File: src/rtl/regfile_write_bank_if.sv
// Write-port bundle for regfile_write_bank: write request, bulk-clear request, ack and busy.
// The master drives requests; the slave (the register bank) returns wr_ack and busy.
interface regfile_write_bank_if #(
  parameter int WIDTH = 32
);
  logic             we;
  logic [4:0]       wa;
  logic [WIDTH-1:0] wd;
  logic             clr_req;
  logic             wr_ack;
  logic             busy;

  modport master (
    output we,
    output wa,
    output wd,
    output clr_req,
    input  wr_ack,
    input  busy
  );

  modport slave (
    input  we,
    input  wa,
    input  wd,
    input  clr_req,
    output wr_ack,
    output busy
  );
endinterface

File: src/rtl/regfile_write_bank.sv
// 32 x WIDTH register file write side with 1-cycle write latency and a 32-cycle bulk-clear sweep (busy blocks writes).
// Define REGFILE_ZERO_REG_EN to hardwire register 0 to zero (writes to it are still acknowledged).
module regfile_write_bank #(
  parameter int               WIDTH   = 32,
  parameter logic [WIDTH-1:0] CLR_VAL = '0
) (
  input  logic             clk,
  input  logic             rst_n,
  regfile_write_bank_if.slave wr,
  output logic [WIDTH-1:0] q0,
  output logic [WIDTH-1:0] q1,
  output logic [WIDTH-1:0] q2,
  output logic [WIDTH-1:0] q3,
  output logic [WIDTH-1:0] q4,
  output logic [WIDTH-1:0] q5,
  output logic [WIDTH-1:0] q6,
  output logic [WIDTH-1:0] q7,
  output logic [WIDTH-1:0] q8,
  output logic [WIDTH-1:0] q9,
  output logic [WIDTH-1:0] q10,
  output logic [WIDTH-1:0] q11,
  output logic [WIDTH-1:0] q12,
  output logic [WIDTH-1:0] q13,
  output logic [WIDTH-1:0] q14,
  output logic [WIDTH-1:0] q15,
  output logic [WIDTH-1:0] q16,
  output logic [WIDTH-1:0] q17,
  output logic [WIDTH-1:0] q18,
  output logic [WIDTH-1:0] q19,
  output logic [WIDTH-1:0] q20,
  output logic [WIDTH-1:0] q21,
  output logic [WIDTH-1:0] q22,
  output logic [WIDTH-1:0] q23,
  output logic [WIDTH-1:0] q24,
  output logic [WIDTH-1:0] q25,
  output logic [WIDTH-1:0] q26,
  output logic [WIDTH-1:0] q27,
  output logic [WIDTH-1:0] q28,
  output logic [WIDTH-1:0] q29,
  output logic [WIDTH-1:0] q30,
  output logic [WIDTH-1:0] q31
);

`ifdef REGFILE_ZERO_REG_EN
  localparam bit ZERO_REG = 1'b1;
`else
  localparam bit ZERO_REG = 1'b0;
`endif

  localparam logic [0:0] IDLE  = 1'b0;
  localparam logic [0:0] CLEAR = 1'b1;

  logic [0:0]            state;
  logic [4:0]            ptr;
  logic                  wr_ack_q;
  logic                  wr_go;
  logic [31:0]           wr_hit;
  logic [31:0]           clr_hit;
  logic [31:0][WIDTH-1:0] regs;

  // A clear request in the same IDLE cycle as a write wins: the write is dropped.
  assign wr_go = (state == IDLE) && wr.we && !wr.clr_req;

  always_comb begin
    wr_hit  = '0;
    clr_hit = '0;
    if (wr_go) begin
      wr_hit[wr.wa] = 1'b1;
    end
    if (state == CLEAR) begin
      clr_hit[ptr] = 1'b1;
    end
  end

  always_ff @(posedge clk or negedge rst_n) begin
    if (!rst_n) begin
      state    <= IDLE;
      ptr      <= '0;
      wr_ack_q <= 1'b0;
    end else begin
      wr_ack_q <= wr_go;
      case (state)
        IDLE: begin
          if (wr.clr_req) begin
            state <= CLEAR;
            ptr   <= '0;
          end
        end
        CLEAR: begin
          if (ptr == 5'd31) begin
            state <= IDLE;
            ptr   <= '0;
          end else begin
            ptr <= ptr + 5'd1;
          end
        end
        default: begin
          state <= IDLE;
          ptr   <= '0;
        end
      endcase
    end
  end

  // Reset loads zero rather than CLR_VAL; a hardwired register 0 is never loaded.
  always_ff @(posedge clk or negedge rst_n) begin
    if (!rst_n) begin
      regs <= '0;
    end else begin
      for (int k = 0; k < 32; k++) begin
        if (!(ZERO_REG && k == 0)) begin
          if (clr_hit[k]) begin
            regs[k] <= CLR_VAL;
          end else if (wr_hit[k]) begin
            regs[k] <= wr.wd;
          end
        end
      end
    end
  end

  assign wr.wr_ack = wr_ack_q;
  assign wr.busy   = (state == CLEAR);

  assign q0  = ZERO_REG ? '0 : regs[0];
  assign q1  = regs[1];
  assign q2  = regs[2];
  assign q3  = regs[3];
  assign q4  = regs[4];
  assign q5  = regs[5];
  assign q6  = regs[6];
  assign q7  = regs[7];
  assign q8  = regs[8];
  assign q9  = regs[9];
  assign q10 = regs[10];
  assign q11 = regs[11];
  assign q12 = regs[12];
  assign q13 = regs[13];
  assign q14 = regs[14];
  assign q15 = regs[15];
  assign q16 = regs[16];
  assign q17 = regs[17];
  assign q18 = regs[18];
  assign q19 = regs[19];
  assign q20 = regs[20];
  assign q21 = regs[21];
  assign q22 = regs[22];
  assign q23 = regs[23];
  assign q24 = regs[24];
  assign q25 = regs[25];
  assign q26 = regs[26];
  assign q27 = regs[27];
  assign q28 = regs[28];
  assign q29 = regs[29];
  assign q30 = regs[30];
  assign q31 = regs[31];

endmodule
File: src/flat_wrapper.sv
// flat-port wrapper written by rule: the top's interface ports become plain ports
module regfile_write_bank_flat 
#(
  parameter int               WIDTH   = 32,
  parameter logic [WIDTH-1:0] CLR_VAL = '0
)
  (clk, rst_n, q0, q1, q2, q3, q4, q5, q6, q7, q8, q9, q10, q11, q12, q13, q14, q15, q16, q17, q18, q19, q20, q21, q22, q23, q24, q25, q26, q27, q28, q29, q30, q31, wr_we, wr_wa, wr_wd, wr_clr_req, wr_wr_ack, wr_busy);
  regfile_write_bank_if #(.WIDTH(WIDTH)) wr_i ();
  input  logic clk;
  input  logic rst_n;
  output logic [WIDTH-1:0] q0;
  output logic [WIDTH-1:0] q1;
  output logic [WIDTH-1:0] q2;
  output logic [WIDTH-1:0] q3;
  output logic [WIDTH-1:0] q4;
  output logic [WIDTH-1:0] q5;
  output logic [WIDTH-1:0] q6;
  output logic [WIDTH-1:0] q7;
  output logic [WIDTH-1:0] q8;
  output logic [WIDTH-1:0] q9;
  output logic [WIDTH-1:0] q10;
  output logic [WIDTH-1:0] q11;
  output logic [WIDTH-1:0] q12;
  output logic [WIDTH-1:0] q13;
  output logic [WIDTH-1:0] q14;
  output logic [WIDTH-1:0] q15;
  output logic [WIDTH-1:0] q16;
  output logic [WIDTH-1:0] q17;
  output logic [WIDTH-1:0] q18;
  output logic [WIDTH-1:0] q19;
  output logic [WIDTH-1:0] q20;
  output logic [WIDTH-1:0] q21;
  output logic [WIDTH-1:0] q22;
  output logic [WIDTH-1:0] q23;
  output logic [WIDTH-1:0] q24;
  output logic [WIDTH-1:0] q25;
  output logic [WIDTH-1:0] q26;
  output logic [WIDTH-1:0] q27;
  output logic [WIDTH-1:0] q28;
  output logic [WIDTH-1:0] q29;
  output logic [WIDTH-1:0] q30;
  output logic [WIDTH-1:0] q31;
  input wire logic [$bits(wr_i.we)-1:0] wr_we;
  input wire logic [$bits(wr_i.wa)-1:0] wr_wa;
  input wire logic [$bits(wr_i.wd)-1:0] wr_wd;
  input wire logic [$bits(wr_i.clr_req)-1:0] wr_clr_req;
  output wire logic [$bits(wr_i.wr_ack)-1:0] wr_wr_ack;
  output wire logic [$bits(wr_i.busy)-1:0] wr_busy;
  assign wr_i.we = wr_we;
  assign wr_i.wa = wr_wa;
  assign wr_i.wd = wr_wd;
  assign wr_i.clr_req = wr_clr_req;
  assign wr_wr_ack = wr_i.wr_ack;
  assign wr_busy = wr_i.busy;
  regfile_write_bank #(.WIDTH(WIDTH), .CLR_VAL(CLR_VAL)) u_core (.clk(clk), .rst_n(rst_n), .wr(wr_i), .q0(q0), .q1(q1), .q2(q2), .q3(q3), .q4(q4), .q5(q5), .q6(q6), .q7(q7), .q8(q8), .q9(q9), .q10(q10), .q11(q11), .q12(q12), .q13(q13), .q14(q14), .q15(q15), .q16(q16), .q17(q17), .q18(q18), .q19(q19), .q20(q20), .q21(q21), .q22(q22), .q23(q23), .q24(q24), .q25(q25), .q26(q26), .q27(q27), .q28(q28), .q29(q29), .q30(q30), .q31(q31));
endmodule
File: config.mk
export PLATFORM = sky130hd
export DESIGN_NAME = regfile_write_bank_flat
export DESIGN_NICKNAME = d
export VERILOG_FILES = /design/src/rtl/regfile_write_bank_if.sv /design/src/rtl/regfile_write_bank.sv /design/src/flat_wrapper.sv
export SDC_FILE = /design/constraint.sdc
export NUM_CORES = 2
export LEC_CHECK = 0
export ABC_AREA = 1
export BUFFER_PORTS_ARGS = -buffer_cell sky130_fd_sc_hd__buf_4
export CORE_AREA = 5 5 412 414
export CTS_BUF_LIST = sky130_fd_sc_hd__clkbuf_8
export DETAILED_ROUTE_END_ITERATION = 7
export DIE_AREA = 0 0 417 419
export PLACE_DENSITY = 0.52
export SYNTH_ARGS = -nofsm -noshare
export SYNTH_HDL_FRONTEND = slang
export SYNTH_SLANG_ARGS = --single-unit
File: constraint.sdc
create_clock -name clk -period 2.7 [get_ports clk]
set_input_delay 0.135 -clock clk [delete_from_list [all_inputs] [get_ports clk]]
set_output_delay 0.135 -clock clk [all_outputs]
set_load 0.01 [all_outputs]
# Word level (Yosys, flattened, before mapping)
# Cells that the tools add are included.
# word_totals
regBits	1031
in_bits	41
# op_classes
addsub	1
n_lt_le_gt_ge	4
n_eq_ne	2
mux	76
bitwise_logic	1
n_reduce_logical	37
# op_table
op	n
$mux 32	66
$reduce_bool 2->1	32
$lt 5x6->1 const B	2
$demux 1 s5	2
$ge 5x1->1 const B	2
$mux 5	2
$pmux 5 s2	1
$add 5x1->5 const B	1
$eq 5x5->1 const B	1
$logic_and 1x1->1	4
$mux 1	4
$ne 2x2->1 const B	1
$pmux 1 s2	1
$logic_not 1->1	1
$not 1->1	1

# Longest topological paths before layout
# logic_depth
ltp_word	7
mapped_depth	9
ltp_nobuf	7

# Worst setup path before layout
# Ideal clock, no wire load.
# synth_timing
path_kind	reg-to-reg
startpoint	reg u_core.state (netlist: u_core.wr.busy)
endpoint	reg u_core.regs, in the netlist u_core.q0[10]
setup_ns	0.118
arrival_ns	1.550
setup_slack_ns	1.032
stages_incl_launch_ff	9
n_path_buf	2
synth_period_minus_slack_ns	1.668
cell_sequence	dfrtp_1 > buf_2 > nor2_8 > nand2_4 > nor2_4 > nand2_1 > clkbuf_1 > nand3_1 > nand2_1
# synth_between
elab_chain_cells	5
word_cells_on_any_way	7
# synth_rtl
element	line_no	text
from (decl)	regfile_write_bank.sv:53	logic [0:0] state;
from (signal assigned)	regfile_write_bank.sv:77	state <= IDLE;
from (signal assigned)	regfile_write_bank.sv:85	state <= CLEAR;
from (signal assigned)	regfile_write_bank.sv:91	state <= IDLE;
$not 1->1	n/a	
$logic_and 1x1->1 (2 in a row)	regfile_write_bank.sv:62	assign wr_go = (state == IDLE) && wr.we && !wr.clr_req;
$mux 32	regfile_write_bank.sv:67	if (wr_go) begin
$reduce_bool 2->1 (no source line)	n/a	
to (signal, indexed assignment)	regfile_write_bank.sv:115	regs[k] <= wr.wd;
to (decl)	regfile_write_bank.sv:59	logic [31:0][WIDTH-1:0] regs;
# Parallel ways exist; a longest one is shown, timed or not.
# A chain may end at the register's enable or synchronous reset.

# Worst setup path in the final report
# layout_timing
startpoint	reg u_core.state (netlist: u_core.wr.busy)
endpoint	reg u_core.regs, in the netlist u_core.q9[28]
# Same word-level chain as after synthesis.

==> flow_summary.toml <==
[logic_synthesis]
ys_ff_latch = 1031
yosysWarningCount = 0
syn_inst = 4673
ys_types = 22
synth.avg_cell_area_um2 = 8.833
synth_nets = 4720
synth_area_um2 = 41280
seq_area_frac_synth_pct = 62.50

[worst_setup_path]
cp-start-kind = "flop"
worstPathRequired_ps = 3590
criticalPathCategory = "reg -> reg"
worst_path_largest_cell_delay_ps = 590
r2r-start = "u_core.wr.busy"
path_buf_inv = 2
crit_path_max_fanout = 32
worst_path_max_delay_cell = "dlygate4sd3_1"
endpoint_kind = "flop"
crit_start = "u_core.wr.busy"
crit_top_cell = "nand2_1"
crit_chain = "nor2_8, nand4_4, nor2_2, buf_4, nand2_1, dlygate4sd3_1, nand2_1"
worst_ep_arrival_time_ps = 3430
crit_family = "buffers and inverters"

[pwr]
power_switching_mw = 11.84
p_seq_share_pct = 44.9
p_sw_share_pct = 31.33
power_frac_comb_pct = 15.7
power.density_nw_per_um2 = 671.7
clockPowerShare_pct = 39.3
p_int_mw = 25.95
p_leak_nw = 32.31
ir_drop_uv = 606.4

[placed_design]
io_buffers = 1066
routabilityCongestion = 0.8200
dp_hpwl_um = 142100
place_area_um2 = 52080

[cells_and_area]
nets = 5789
drive_above_1_share_pct = 26.16
final_common_cell = "nand2_1"
design_area_um2 = 56260
syn_to_final_growth_pct = 36.29
layout_common_cells = "nand2_1 (2105), buf_4 (1182), nand3_1 (1032)"

[floorplanning]
die-height_um = 419
die_w_um = 417
coreArea_um2 = 165900
std_cell_rows = 150
die_area_um2 = 174700
io_pins = 1067
start_util_pct = 24.88

[routing]
wl_um = 221000
ant_nets = 0
first_pass_iters = 6
drt_iter0_markers = 4033
avgRoutedWirePerCell_um = 27.34
vias = 39261
viasPerCell = 4.857
route.detailed.drc = 0

[clock_network]
cts_inserted_buffers = 186
htree_levels = 4
clock_path_buffers = 3
cts_num_sinks = 1031
post_cts_buffers = 0
clk_latency_ps = 960
cts_tree = "done"
clk_pin_slew_ps = 60
cts_root_buf = "clkbuf_8"

[sta]
fin_crit_ps = 2533
worst_slew_pin_slew_ps = 1010
hold_viol = 0
rsz0062_at_grt = "no"
fin_worst_skew_ps = 45.95
post-route-period-util_pct = 93.82
finalMaxSlewViolations = 0
max_freq_mhz = 394.8
fin_setup_tns_ps = 0
max_slew_margin_pct = 32.65
finalSetupViolCount = 0

[global_routing]
grt_use_total_pct = 24.27
grt_max_degree = 87
grt_pass1_vias = 36966
grt.overflow.total = 0
grt_pass1_wl_um = 301400
grt_antenna_before_repair = 14

[hold_path]
hp-class = "in -> async"

[status]
outcome = "finished, final reports clean"

[flow_run]
cap_violations = 0
-- repair_timing --
item | CTS | global route
resized for setup | 0 | 1
hold endpoints to repair | 2036 | 0
endpoints found under the setup margin | 0 | 1
hold buffers | 50 | 0
-- stage by stage --
| step | utilization (%) | cells | setup slack, ps | total power [mW] | hold slack (ps) |
|---|---|---|---|---|---|
| 2_1_floorplan | - | 4673 | 1032 | 19.32 | -160.6 |
| 3_3_place_gp | 31.39 | 7708 | 548.2 | 23.09 | 256.4 |
| 3_5_place_dp | 31.39 | 7708 | 535.6 | 23.16 | 254.1 |
| 4_1_cts | 33.90 | 8080 | 119.1 | 38.19 | 38.19 |
| 5_1_grt | 33.91 | 8082 | 25.19 | 39.27 | 104.4 |
| 6_report | 33.91 | 8084 | 166.9 | 37.79 | 124.6 |
-- cell families (layout without fill, tap and decap cells) --
| kind of cell | count (synthesis) | after routing | synth area share (%) |
|---|---|---|---|
| and+or+nand+nor | 3215 | 3215 | 32.89 |
| DFF | 1031 | 1031 | 62.50 |
| buffers and inverters | 415 | 1618 | 4.344 |
| adders and majority gates | 6 | 6 | 0.1819 |
| AOI/OAI and AO/OA | 6 | 6 | 0.07878 |
| other | 0 | 4 | 0 |
-- final timing paths --
path                       slack, ps  cells after the start             end
min reg2reg                      500                      2   u_core.q2[26]
max in group asynchronous       1960                      3  u_core.q21[26]
min                              120                      3  u_core.q11[26]
max                              170                      7   u_core.q9[28]
min in group clk                 190                      5   u_core.ptr[0]
max reg2reg                      170                      7   u_core.q9[28]
-- cells in the mapped netlist, drive strengths merged --
| library cell | count | area share (%) |
|---|---|---|
| nand2 | 2121 | 19 |
| nor2 | 43 | 0.65 |
| nand4 | 5 | 0.22 |
| clkbuf | 240 | 2.2 |
| dfrtp | 1031 | 63 |
| nor3 | 8 | 0.13 |
| ha | 6 | 0.18 |
| buf | 147 | 1.9 |
| nand3 | 1038 | 13 |
| o21ai | 3 | 0.036 |
| a21oi | 1 | 0.012 |
| inv | 28 | 0.25 |
| o22ai | 2 | 0.030 |
-- power groups by stage --
stage | Sequential (mW) | Clock (mW) | Combinational, mW
finish | 17.0 | 14.9 | 5.95
floorplan | 17.5 | 0 | 1.81
global route | 17.1 | 15.9 | 6.28
global placement | 17.2 | 0 | 5.88
CTS | 17.0 | 15.2 | 6.00
detailed placement | 17.2 | 0 | 5.93
-- worst register-to-register path, cell delays in order, from the launching register on --
cell	delay [ps]
dfrtp_1	540
nor2_8	300
nand4_4	310
nor2_2	160
buf_4	390
nand2_1	120
dlygate4sd3_1	590
nand2_1	60
-- cell type report --
class                      count  area [um^2]
antenna                        4        10.01
tap                         2204         2758
timing repair buffer        1268        10100
sequential                  1031        25800
clock buffer                 220         3028
inverter                      28        105.1
fill                       17434       109700
clock inverter               102        614.3
multi-input combinational   3227        13840
-- per-layer routing --
layer / up-vias / share of wire, % / track usage [%]
li1: 17057 / - / -
met1: 19676 / 38 / 29.11
met2: 2015 / 48 / 40.54
met3: 511 / 8.2 / 6.236
met4: 2 / 5.7 / 11.96
met5: - / 0.0086 / 0
Note: power is estimated with default switching activity, not from simulation.
